--- src/rtl/multdiv_pkg.sv ---
// rtl/multdiv_pkg.sv - shared state encoding and op codes for the multiply/divide sequencer
package multdiv_pkg;

    typedef enum logic [2:0] {
        IDLE = 3'd0,
        MULT = 3'd1,
        DIV  = 3'd2,
        FIN  = 3'd3,
        EXC  = 3'd4
    } state_t;

    localparam logic OP_MULT = 1'b0;
    localparam logic OP_DIV  = 1'b1;

    // Most negative 32-bit value; INT_MIN / -1 wraps back to INT_MIN.
    localparam logic [31:0] INT_MIN = 32'h8000_0000;

endpackage

--- src/rtl/multdiv_if.sv ---
// rtl/multdiv_if.sv - control-side handshake and HI/LO result bundle for multdiv_sequencer
interface multdiv_if #(
    parameter int WIDTH = 32
);
    logic             start;
    logic             op;
    logic [WIDTH-1:0] a;
    logic [WIDTH-1:0] b;
    logic             busy;
    logic             done;
    logic             divby0flag;
    logic             hilo_write;
    logic [WIDTH-1:0] hi;
    logic [WIDTH-1:0] lo;

    modport master (
        output start, op, a, b,
        input  busy, done, divby0flag, hilo_write, hi, lo
    );

    modport slave (
        input  start, op, a, b,
        output busy, done, divby0flag, hilo_write, hi, lo
    );
endinterface

--- src/rtl/multdiv_step.sv ---
// rtl/multdiv_step.sv - one combinational Booth radix-2 or restoring-division iteration
module multdiv_step
    import multdiv_pkg::*;
#(
    parameter int WIDTH = 32
) (
    input  logic               i_op,
    input  logic [2*WIDTH:0]   i_acc,
    input  logic [WIDTH-1:0]   i_operand,
    output logic [2*WIDTH:0]   o_acc
);
    // Mult layout: {hi[W], lo[W], q-1}; div layout: {rem[W+1], quotient/dividend[W]}.
    logic [WIDTH:0]   w_hi_ext;
    logic [WIDTH:0]   w_m_ext;
    logic [WIDTH:0]   w_sum;
    logic [2*WIDTH:0] w_shift;
    logic [WIDTH:0]   w_trial;

    // Booth adds in W+1 bits so an INT_MIN multiplicand cannot corrupt the shifted sign.
    always_comb begin
        w_hi_ext = {i_acc[2*WIDTH], i_acc[2*WIDTH:WIDTH+1]};
        w_m_ext  = {i_operand[WIDTH-1], i_operand};
        w_sum    = w_hi_ext;
        w_shift  = {i_acc[2*WIDTH-1:0], 1'b0};
        w_trial  = w_shift[2*WIDTH:WIDTH] - {1'b0, i_operand};
        o_acc    = i_acc;
        if (i_op == OP_MULT) begin
            case (i_acc[1:0])
                2'b01:   w_sum = w_hi_ext + w_m_ext;
                2'b10:   w_sum = w_hi_ext - w_m_ext;
                default: w_sum = w_hi_ext;
            endcase
            o_acc = {w_sum, i_acc[WIDTH:1]};
        end else if (!w_trial[WIDTH]) begin
            o_acc = {w_trial, w_shift[WIDTH-1:1], 1'b1};
        end else begin
            o_acc = w_shift;
        end
    end
endmodule

--- src/rtl/multdiv_sequencer.sv ---
// rtl/multdiv_sequencer.sv - iterative signed mult/div owning HI/LO; MULTDIV_EARLY_TERM_EN enables one-step trivial cases
module multdiv_sequencer
    import multdiv_pkg::*;
#(
    parameter int WIDTH = 32,
    parameter int CNT_W = 6
) (
    input  logic      clk,
    input  logic      reset,
    multdiv_if.slave  bus
);
    state_t             r_state;
    state_t             w_next;
    logic [CNT_W-1:0]   r_cnt;
    logic [2*WIDTH:0]   r_acc;
    logic [2*WIDTH:0]   w_step_acc;
    logic [WIDTH-1:0]   r_operand;
    logic [WIDTH-1:0]   r_hi;
    logic [WIDTH-1:0]   r_lo;
    logic               r_op;
    logic               r_neg_q;
    logic               r_neg_r;
    logic               r_early;
    logic               w_early;
    logic [WIDTH-1:0]   w_abs_a;
    logic [WIDTH-1:0]   w_abs_b;
    logic [WIDTH-1:0]   w_rem;
    logic [WIDTH-1:0]   w_quo;
    logic [WIDTH-1:0]   w_fin_hi;
    logic [WIDTH-1:0]   w_fin_lo;

    assign w_abs_a = bus.a[WIDTH-1] ? -bus.a : bus.a;
    assign w_abs_b = bus.b[WIDTH-1] ? -bus.b : bus.b;

`ifdef MULTDIV_EARLY_TERM_EN
    assign w_early = (bus.op == OP_MULT) ? ((bus.a == '0) || (bus.b == '0))
                                         : ((bus.b != '0) && (w_abs_a < w_abs_b));
`else
    assign w_early = 1'b0;
`endif

    multdiv_step #(.WIDTH(WIDTH)) u_step (
        .i_op      (r_op),
        .i_acc     (r_acc),
        .i_operand (r_operand),
        .o_acc     (w_step_acc)
    );

    // State register.
    always_ff @(posedge clk) begin
        if (reset) r_state <= IDLE;
        else       r_state <= w_next;
    end

    // Next-state: start accepted only in IDLE; iterate WIDTH steps unless the early path fires.
    always_comb begin
        w_next = r_state;
        case (r_state)
            IDLE: if (bus.start) begin
                if (bus.op == OP_MULT)  w_next = MULT;
                else if (bus.b == '0)   w_next = EXC;
                else                    w_next = DIV;
            end
            MULT, DIV: if (r_early || (r_cnt == CNT_W'(WIDTH-1))) w_next = FIN;
            FIN, EXC:  w_next = IDLE;
            default:   w_next = IDLE;
        endcase
    end

    // Final result: Booth product as is, or sign-corrected quotient/remainder.
    assign w_rem = r_acc[2*WIDTH-1:WIDTH];
    assign w_quo = r_acc[WIDTH-1:0];
    always_comb begin
        w_fin_hi = r_acc[2*WIDTH:WIDTH+1];
        w_fin_lo = r_acc[WIDTH:1];
        if (r_op == OP_DIV) begin
            w_fin_hi = r_neg_r ? -w_rem : w_rem;
            w_fin_lo = r_neg_q ? -w_quo : w_quo;
        end
    end

    // Datapath: capture operands on accept, iterate, commit HI/LO in FIN.
    always_ff @(posedge clk) begin
        if (reset) begin
            r_cnt     <= '0;
            r_acc     <= '0;
            r_operand <= '0;
            r_op      <= OP_MULT;
            r_neg_q   <= 1'b0;
            r_neg_r   <= 1'b0;
            r_early   <= 1'b0;
            r_hi      <= '0;
            r_lo      <= '0;
        end else begin
            case (r_state)
                IDLE: if (bus.start) begin
                    r_cnt   <= '0;
                    r_op    <= bus.op;
                    r_early <= w_early;
                    r_neg_q <= bus.a[WIDTH-1] ^ bus.b[WIDTH-1];
                    r_neg_r <= bus.a[WIDTH-1];
                    if (bus.op == OP_MULT) begin
                        r_operand <= bus.a;
                        r_acc     <= w_early ? '0 : {{WIDTH{1'b0}}, bus.b, 1'b0};
                    end else begin
                        r_operand <= w_abs_b;
                        r_acc     <= w_early ? {1'b0, w_abs_a, {WIDTH{1'b0}}}
                                             : {{(WIDTH+1){1'b0}}, w_abs_a};
                    end
                end
                MULT, DIV: if (!r_early) begin
                    r_acc <= w_step_acc;
                    r_cnt <= r_cnt + CNT_W'(1);
                end
                FIN: begin
                    r_hi <= w_fin_hi;
                    r_lo <= w_fin_lo;
                end
                default: ;
            endcase
        end
    end

    // The result is forwarded during FIN so it is readable alongside done.
    assign bus.busy       = (r_state != IDLE);
    assign bus.done       = (r_state == FIN) || (r_state == EXC);
    assign bus.divby0flag = (r_state == EXC);
    assign bus.hilo_write = (r_state == FIN);
    assign bus.hi         = (r_state == FIN) ? w_fin_hi : r_hi;
    assign bus.lo         = (r_state == FIN) ? w_fin_lo : r_lo;
endmodule
--- src/flat_wrapper.sv ---
// flat-port wrapper written by rule: the top's interface ports become plain ports
module multdiv_sequencer_flat import multdiv_pkg::*;
#(
    parameter int WIDTH = 32,
    parameter int CNT_W = 6
)
  (clk, reset, bus_start, bus_op, bus_a, bus_b, bus_busy, bus_done, bus_divby0flag, bus_hilo_write, bus_hi, bus_lo);
  multdiv_if #(.WIDTH(WIDTH)) bus_i ();
  input  logic clk;
  input  logic reset;
  input wire logic [$bits(bus_i.start)-1:0] bus_start;
  input wire logic [$bits(bus_i.op)-1:0] bus_op;
  input wire logic [$bits(bus_i.a)-1:0] bus_a;
  input wire logic [$bits(bus_i.b)-1:0] bus_b;
  output wire logic [$bits(bus_i.busy)-1:0] bus_busy;
  output wire logic [$bits(bus_i.done)-1:0] bus_done;
  output wire logic [$bits(bus_i.divby0flag)-1:0] bus_divby0flag;
  output wire logic [$bits(bus_i.hilo_write)-1:0] bus_hilo_write;
  output wire logic [$bits(bus_i.hi)-1:0] bus_hi;
  output wire logic [$bits(bus_i.lo)-1:0] bus_lo;
  assign bus_i.start = bus_start;
  assign bus_i.op = bus_op;
  assign bus_i.a = bus_a;
  assign bus_i.b = bus_b;
  assign bus_busy = bus_i.busy;
  assign bus_done = bus_i.done;
  assign bus_divby0flag = bus_i.divby0flag;
  assign bus_hilo_write = bus_i.hilo_write;
  assign bus_hi = bus_i.hi;
  assign bus_lo = bus_i.lo;
  multdiv_sequencer #(.WIDTH(WIDTH), .CNT_W(CNT_W)) u_core (.clk(clk), .reset(reset), .bus(bus_i));
endmodule
--- config.mk ---
export PLATFORM = sky130hd
export DESIGN_NAME = multdiv_sequencer_flat
export DESIGN_NICKNAME = d
export VERILOG_FILES = /design/src/rtl/multdiv_pkg.sv /design/src/rtl/multdiv_if.sv /design/src/rtl/multdiv_step.sv /design/src/rtl/multdiv_sequencer.sv /design/src/flat_wrapper.sv
export SDC_FILE = /design/constraint.sdc
export NUM_CORES = 1
export LEC_CHECK = 0
export CORE_ASPECT_RATIO = 1.2
export CORE_MARGIN = 3
export CORE_UTILIZATION = 40
export CTS_CLUSTER_DIAMETER = 200
export DETAILED_ROUTE_END_ITERATION = 12
export GPL_ROUTABILITY_DRIVEN = 0
export PLACE_DENSITY = 0.71
export SYNTH_ARGS = -nofsm -noshare
export SYNTH_HDL_FRONTEND = slang
export SYNTH_SLANG_ARGS = --single-unit
--- constraint.sdc ---
create_clock -name clk -period 4.71 [get_ports clk]
set_input_delay 0.942 -clock clk [delete_from_list [all_inputs] [get_ports clk]]
set_output_delay 0.942 -clock clk [all_outputs]
set_load 0.02 [all_outputs]
# After elaboration in Yosys (flattened, before gate mapping)
# Cells that the tools add are included.
op_classes:
  n_eq_ne: 10
  muxes: 22
  bitwise: 1
  addsub: 8
  n_reduce_logical: 10
op_table:
  columns: ["cell", "n"]
  rows:
  - ["$mux 32", 9]
  - ["$mux 65", 3]
  - ["$pmux 65 s2", 1]
  - ["$neg 32->32", 4]
  - ["$pmux 33 s2", 1]
  - ["$add 32x32->33", 1]
  - ["$mux 33", 1]
  - ["$sub 32x32->33", 1]
  - ["$sub 33x32->33", 1]
  - ["$logic_not 32->1", 1]
  - ["$mux 3", 4]
  - ["$pmux 6 s2", 1]
  - ["$add 6x1->6 const B", 1]
  - ["$eq 3x2->1 const B", 2]
  - ["$eq 6x5->1 const B", 1]
  - ["$mux 6", 1]
  - ["$pmux 3 s2", 1]
  - ["$reduce_and 2->1", 3]
  - ["$ne 4x3->1 const B", 1]
  - ["$eq 3x1->1 const B", 1]
  - ["$eq 3x3->1 const B", 1]
  - ["$logic_not 3->1", 1]
  - ["$reduce_and 3->1", 1]
  - ["$reduce_bool 3->1", 1]
  - ["8 further kinds", 8]
totals:
  in_bits: 68
  wordCells: 61
  output_inout_bits: 68
  regBits: 173

# Logic depth before layout (Yosys ltp)
logic_depth:
  ltp_word: 5
  mapped_depth: 21
  depth_no_buf: 19

# Modules after synthesis
# Synthesis repeated with hierarchy kept, for this count alone.
unflattened:
  hier_cells: 2224
  hier_area_um2: 16166.8
modules_own_cells:
  columns: ["module", "cells_per_inst", "area_per_inst_um2", "n_inst", "seq_area_each_um2"]
  rows:
  - ["multdiv_sequencer", 1426, 10774.1, 1, 3463.3]
  - ["multdiv_step", 798, 5392.7, 1, 0.0]

# Worst setup path after synthesis
# No wires, ideal clock.
synth_timing:
  path_kind: "register to register"
  startpoint: "reg u_core.r_operand[2]"
  endpoint: "reg u_core.r_acc[61]"
  t_required_ps: 4593
  synth_period_minus_slack_ps: 4401
  setup_time_ps: 117
  slack_ps: 309
  path_stages_with_launch: 17
  arrival_time_ps: 4284
  path_buffers: 0
  cell_sequence: "dfxtp_1 -> or4_1 -> nor4_1 -> nand2_1 -> nor3_1 -> nor2_1 -> xnor2_1 -> ha_1 -> a21oi_1 -> nand2_1 -> a221o_1 -> or3_1 -> o211ai_1 -> o311ai_0 -> mux2i_1 -> o32a_1 -> a22o_1"
synth_via:
  elab_chain_len: 4
  word_cells_on_any_way: 7
  cone_classes: "add/sub (3); mux (4)"
synth_lines:
  columns: ["element", "line_no", "text"]
  rows:
  - ["start, declared", "multdiv_sequencer.sv:17", "logic [WIDTH-1:0] r_operand;"]
  - ["start signal, assigned", "multdiv_sequencer.sv:103", "r_operand <= bus.a;"]
  - ["start signal, assigned", "multdiv_sequencer.sv:106", "r_operand <= w_abs_b;"]
  - ["$sub 32x32->33, or another cell as far along", "multdiv_step.sv:30", "2'b10: w_sum = w_hi_ext - w_m_ext;"]
  - ["$pmux 33 s2 / $mux 65 (equally long branches)", "multdiv_step.sv:28, multdiv_step.sv:34", null]
  - ["$mux 65 (*)", "multdiv_step.sv:27", "if (i_op == OP_MULT) begin"]
  - ["$pmux 65 s2 (*)", "multdiv_sequencer.sv:95", "case (r_state)"]
  - ["end signal, assigned", "multdiv_sequencer.sv:104", "r_acc <= w_early ? '0 : {{WIDTH{1'b0}}, bus.b, 1'b0};"]
  - ["end signal, assigned", "multdiv_sequencer.sv:107", "r_acc <= w_early ? {1'b0, w_abs_a, {WIDTH{1'b0}}}"]
  - ["end signal, assigned", "multdiv_sequencer.sv:112", "r_acc <= w_step_acc;"]
  - ["end, declared", "multdiv_sequencer.sv:15", "logic [2*WIDTH:0] r_acc;"]
# Mark *: on every way between the ends. The rest lies on a longest branch, timed or not.
# A chain may end at the register's enable or synchronous reset.

# Worst setup path in the final report
layout_timing:
  startpoint: "reg u_core.r_acc[40]"
  endpoint: "out bus_hi[23]"
layout_via:
  elab_chain_len: 4
layout_lines:
  columns: ["element", "line_no", "text"]
  rows:
  - ["$neg 32->32", "multdiv_sequencer.sv:77", "w_fin_hi = r_neg_r ? -w_rem : w_rem;"]
  - ["$mux 32", "multdiv_sequencer.sv:77", null]
  - ["$mux 32", "multdiv_sequencer.sv:76", "if (r_op == OP_DIV) begin"]
  - ["$mux 32", null, null]
  - ["end, declared", "flat_wrapper.sv:19", "output wire logic [$bits(bus_i.hi)-1:0] bus_hi;"]
# Every way passes these cells.

==> results.sh <==
export IMPL_status="finished, final reports clean"
export IMPL_holdWs_ps=468
export IMPL_async_flop_share=0
export IMPL_numCtsBuffers=17
export IMPL_ys_types=74
export IMPL_post_route_period_util=0.963
export IMPL_h_tree_depth=4
export IMPL_slew_headroom=0.186
export IMPL_p_leak_nw=7.00
export IMPL_wl_met1_um=21100
export IMPL_final_antenna_net_count=0
export IMPL_placed_area_mm2=0.0174
export IMPL_worstSetupPathType="reg -> out"
export IMPL_antenna_found_initial=0
export IMPL_switching_share=0.540
export IMPL_cts_reportedPaths_clkPinSlew_ps=80
export IMPL_routed_via_density=6.06
export IMPL_postSynthCellCount=2184
export IMPL_final_nets=2383
export IMPL_first_pass_iters=6
export IMPL_final_hold_viol_count=0
export IMPL_die_area_mm2=0.0413
export IMPL_min_path_type="reg -> reg"
export IMPL_setup_viol=0
export IMPL_critPathArrivalTime_ps=3590
export IMPL_crit_family="simple AND/OR/NAND/NOR gates"
export IMPL_root_buffer="clkbuf_16"
export IMPL_synth_mux_area_frac=0.0353
export IMPL_port_buffer_count=135
export IMPL_internal_power_mw=7.53
export IMPL_syn_nets=2326
export IMPL_initial_core_util=0.408
export IMPL_io_pins=136
export IMPL_path_max_fanout=5
export IMPL_cpPeakStageDelay_ps=610
export IMPL_slew_viol_final=0
export IMPL_synth_compound_area_frac=0.298
export IMPL_wl_per_cell_um=19.3
export IMPL_antenna_cells=0
export IMPL_cp_end_kind="output pin"
export IMPL_vdd_drop_max_uv=491
export IMPL_fin_tns_setup_ps=0
export IMPL_synthAdderAreaFrac=0.0605
export IMPL_grt_pass1_vias=15700
export IMPL_wl_met3_um=3140
export IMPL_final_common_cell="nand2_1"
export IMPL_ctsHoldBuffers=0
export IMPL_combinationalPowerShare=0.753
export IMPL_synth_top_family_by_area="compound AO/OA/AOI/OAI gates"
export IMPL_path_depth=9
export IMPL_syn_to_final_growth_pct=16.8
export IMPL_clockBufferDepth=2
export IMPL_vias=16600
export IMPL_crit_buf_inv=1
export IMPL_skew_ps=14.4
export IMPL_syn_area_per_cell_um2=7.12
export IMPL_fmax_mhz=221
export IMPL_cts_tree="done"
export IMPL_power_per_cell_area_mw_per_mm2=903
export IMPL_yosysWarnings=0
export IMPL_synth_seq_area_share=0.223
export IMPL_drive_gt1_frac=0.0697
export IMPL_core_area_mm2=0.0381
export IMPL_die_x_um=186
export IMPL_final_cell_mix="221 x nand2_1, 212 x nor2_1, 210 x a21oi_1"
export IMPL_clk_latency_ps=450
export IMPL_clock_sinks=173
export IMPL_startpoint_type="flop"
export IMPL_synthFlopType="dfxtp_1"
export IMPL_min_period_ps=4530
export IMPL_synth_edf_count=0
export IMPL_synth_seq_cells=173
export IMPL_cp_data_required_time_ps=3770
export IMPL_dr_max_layer_used="met4"
export IMPL_drtIter0Drc=1418
export IMPL_reg2regPathDepth=17
export IMPL_seq_power_share=0.157
export IMPL_rows=78
export IMPL_num_fill_cells=3794
export IMPL_stdcell_area_mm2=0.0182
export IMPL_route_detailed_drc=0
export IMPL_wl_met2_um=25200
export IMPL_dpl_hpwl_um=40000
export IMPL_synth_area_mm2=0.0155
export IMPL_p_sw_mw=8.85
export IMPL_grt_max_degree=112
export IMPL_die_y_um=222
export IMPL_p_clk_frac=0.090
export IMPL_routed_wirelength_um=52800
export IMPL_track_usage=0.250
export IMPL_hold_depth=2
export IMPL_max_cap_violations=0
export IMPL_grt_pass1_wl_um=82800
export IMPL_synthXorXnorAreaFrac=0.103
export IMPL_crit_chain="or4_1, or2_1, or3_1, or3_4, nand2_1, xor2_1, a211oi_2, a21o_1, clkdlybuf4s50_1"
export IMPL_cpMaxStageDelayCell="clkdlybuf4s50_1"
export IMPL_tightest_slew_ps=1220
export IMPL_grt_overflow_total=0
export IMPL_synth_simple_area_share=0.223
[synthesized netlist by cell type, types with 14 or more instances]
master,n,share of area
inv_1,72,0.017
nor2b_1,92,0.037
a211oi_1,90,0.043
nor2_1,214,0.052
nor3_1,45,0.014
mux2i_1,38,0.024
ha_1,72,0.058
a31oi_1,27,0.011
mux2_2,15,0.011
nand3_1,30,0.0097
clkbuf_1,148,0.036
o31ai_1,37,0.018
nor4_1,14,0.0056
xor2_1,110,0.062
or3_1,17,0.0068
o211ai_1,22,0.011
a21oi_1,212,0.068
xnor2_1,72,0.041
o21ai_0,184,0.059
a21o_1,36,0.017
or4_1,19,0.0092
dfxtp_1,173,0.22
nand2_1,223,0.054
o41ai_1,19,0.011
[metrics by stage]
step	cells	setup slack, ps	utilization	total power [mW]
final	2733	176	0.477	16.4
after global routing	2733	-14.2	0.477	17.7
after CTS	2732	0.462	0.474	16.0
after detailed placement	2701	-59.7	0.458	14.5
after global placement	2701	119	0.458	14.2
after floorplan	2184	309	-	11.1
[sequential cells by signal, summed over array words and instances, names as in the netlist]
name,count
u_core.r_acc,65
u_core.r_cnt,6
u_core.r_hi,32
u_core.r_lo,32
u_core.r_neg_q,1
u_core.r_neg_r,1
u_core.r_op,1
u_core.r_operand,32
u_core.r_state,3
[power groups by stage]
| stage | clock [mW] | combinational, mW | sequential [mW] |
|---|---|---|---|
| finish | 1.48 | 12.3 | 2.57 |
| global route | 1.55 | 13.5 | 2.62 |
| CTS | 1.49 | 12.0 | 2.54 |
| detailed placement | 0 | 11.9 | 2.56 |
| global placement | 0 | 11.7 | 2.55 |
| floorplan | 0 | 8.88 | 2.26 |
[layout make-up]
cell class                 count  area (um2)  area share
clock buffer                  19         433      0.0239
clock inverter                12         150     0.00827
inverter                      74         278      0.0153
multi-input combinational   1773       11300       0.624
sequential                   173        3470       0.191
tap                          480         601      0.0331
timing repair buffer         202        1900       0.105
[path summary, 6_finish.rpt]
check / slack (ps) / to / from
worst max-delay path: 180 / bus_hi[23] / u_core.r_acc[40]
worst min-delay path: 470 / u_core.r_lo[9] / u_core.r_lo[9]
worst max register to register: 180 / u_core.r_acc[62] / u_core.r_operand[2]
worst min register to register: 470 / u_core.r_lo[9] / u_core.r_lo[9]
[cell families (layout without fill, tap and decap cells)]
group,after synthesis,count (layout)
muxes,53,53
and+or+nand+nor,731,731
AOI/OAI and AO/OA,733,733
xor gates and xnor gates,182,182
adders and majority gates,74,74
buffers and inverters,238,307
DFF,173,173
[tightest hold or removal path: stages (launching register included)]
cell and delay [ps]:
dfxtp_1 300, nand2_1 70, a21oi_1 60
[layer usage]
layer	vias up	GRT usage
met4	0	0.133
li1	7968	-
met5	-	0
met1	7784	0.300
met2	637	0.425
met3	183	0.0389
[timing repair]
action	CTS	global route
buffers inserted	0	1
cloned	0	0
setup endpoints to repair	7	27
pin swaps	0	1
endpoints found under the hold margin	0	0
gates resized for setup	10	27
No activity file was read; power rests on OpenSTA's default activity.
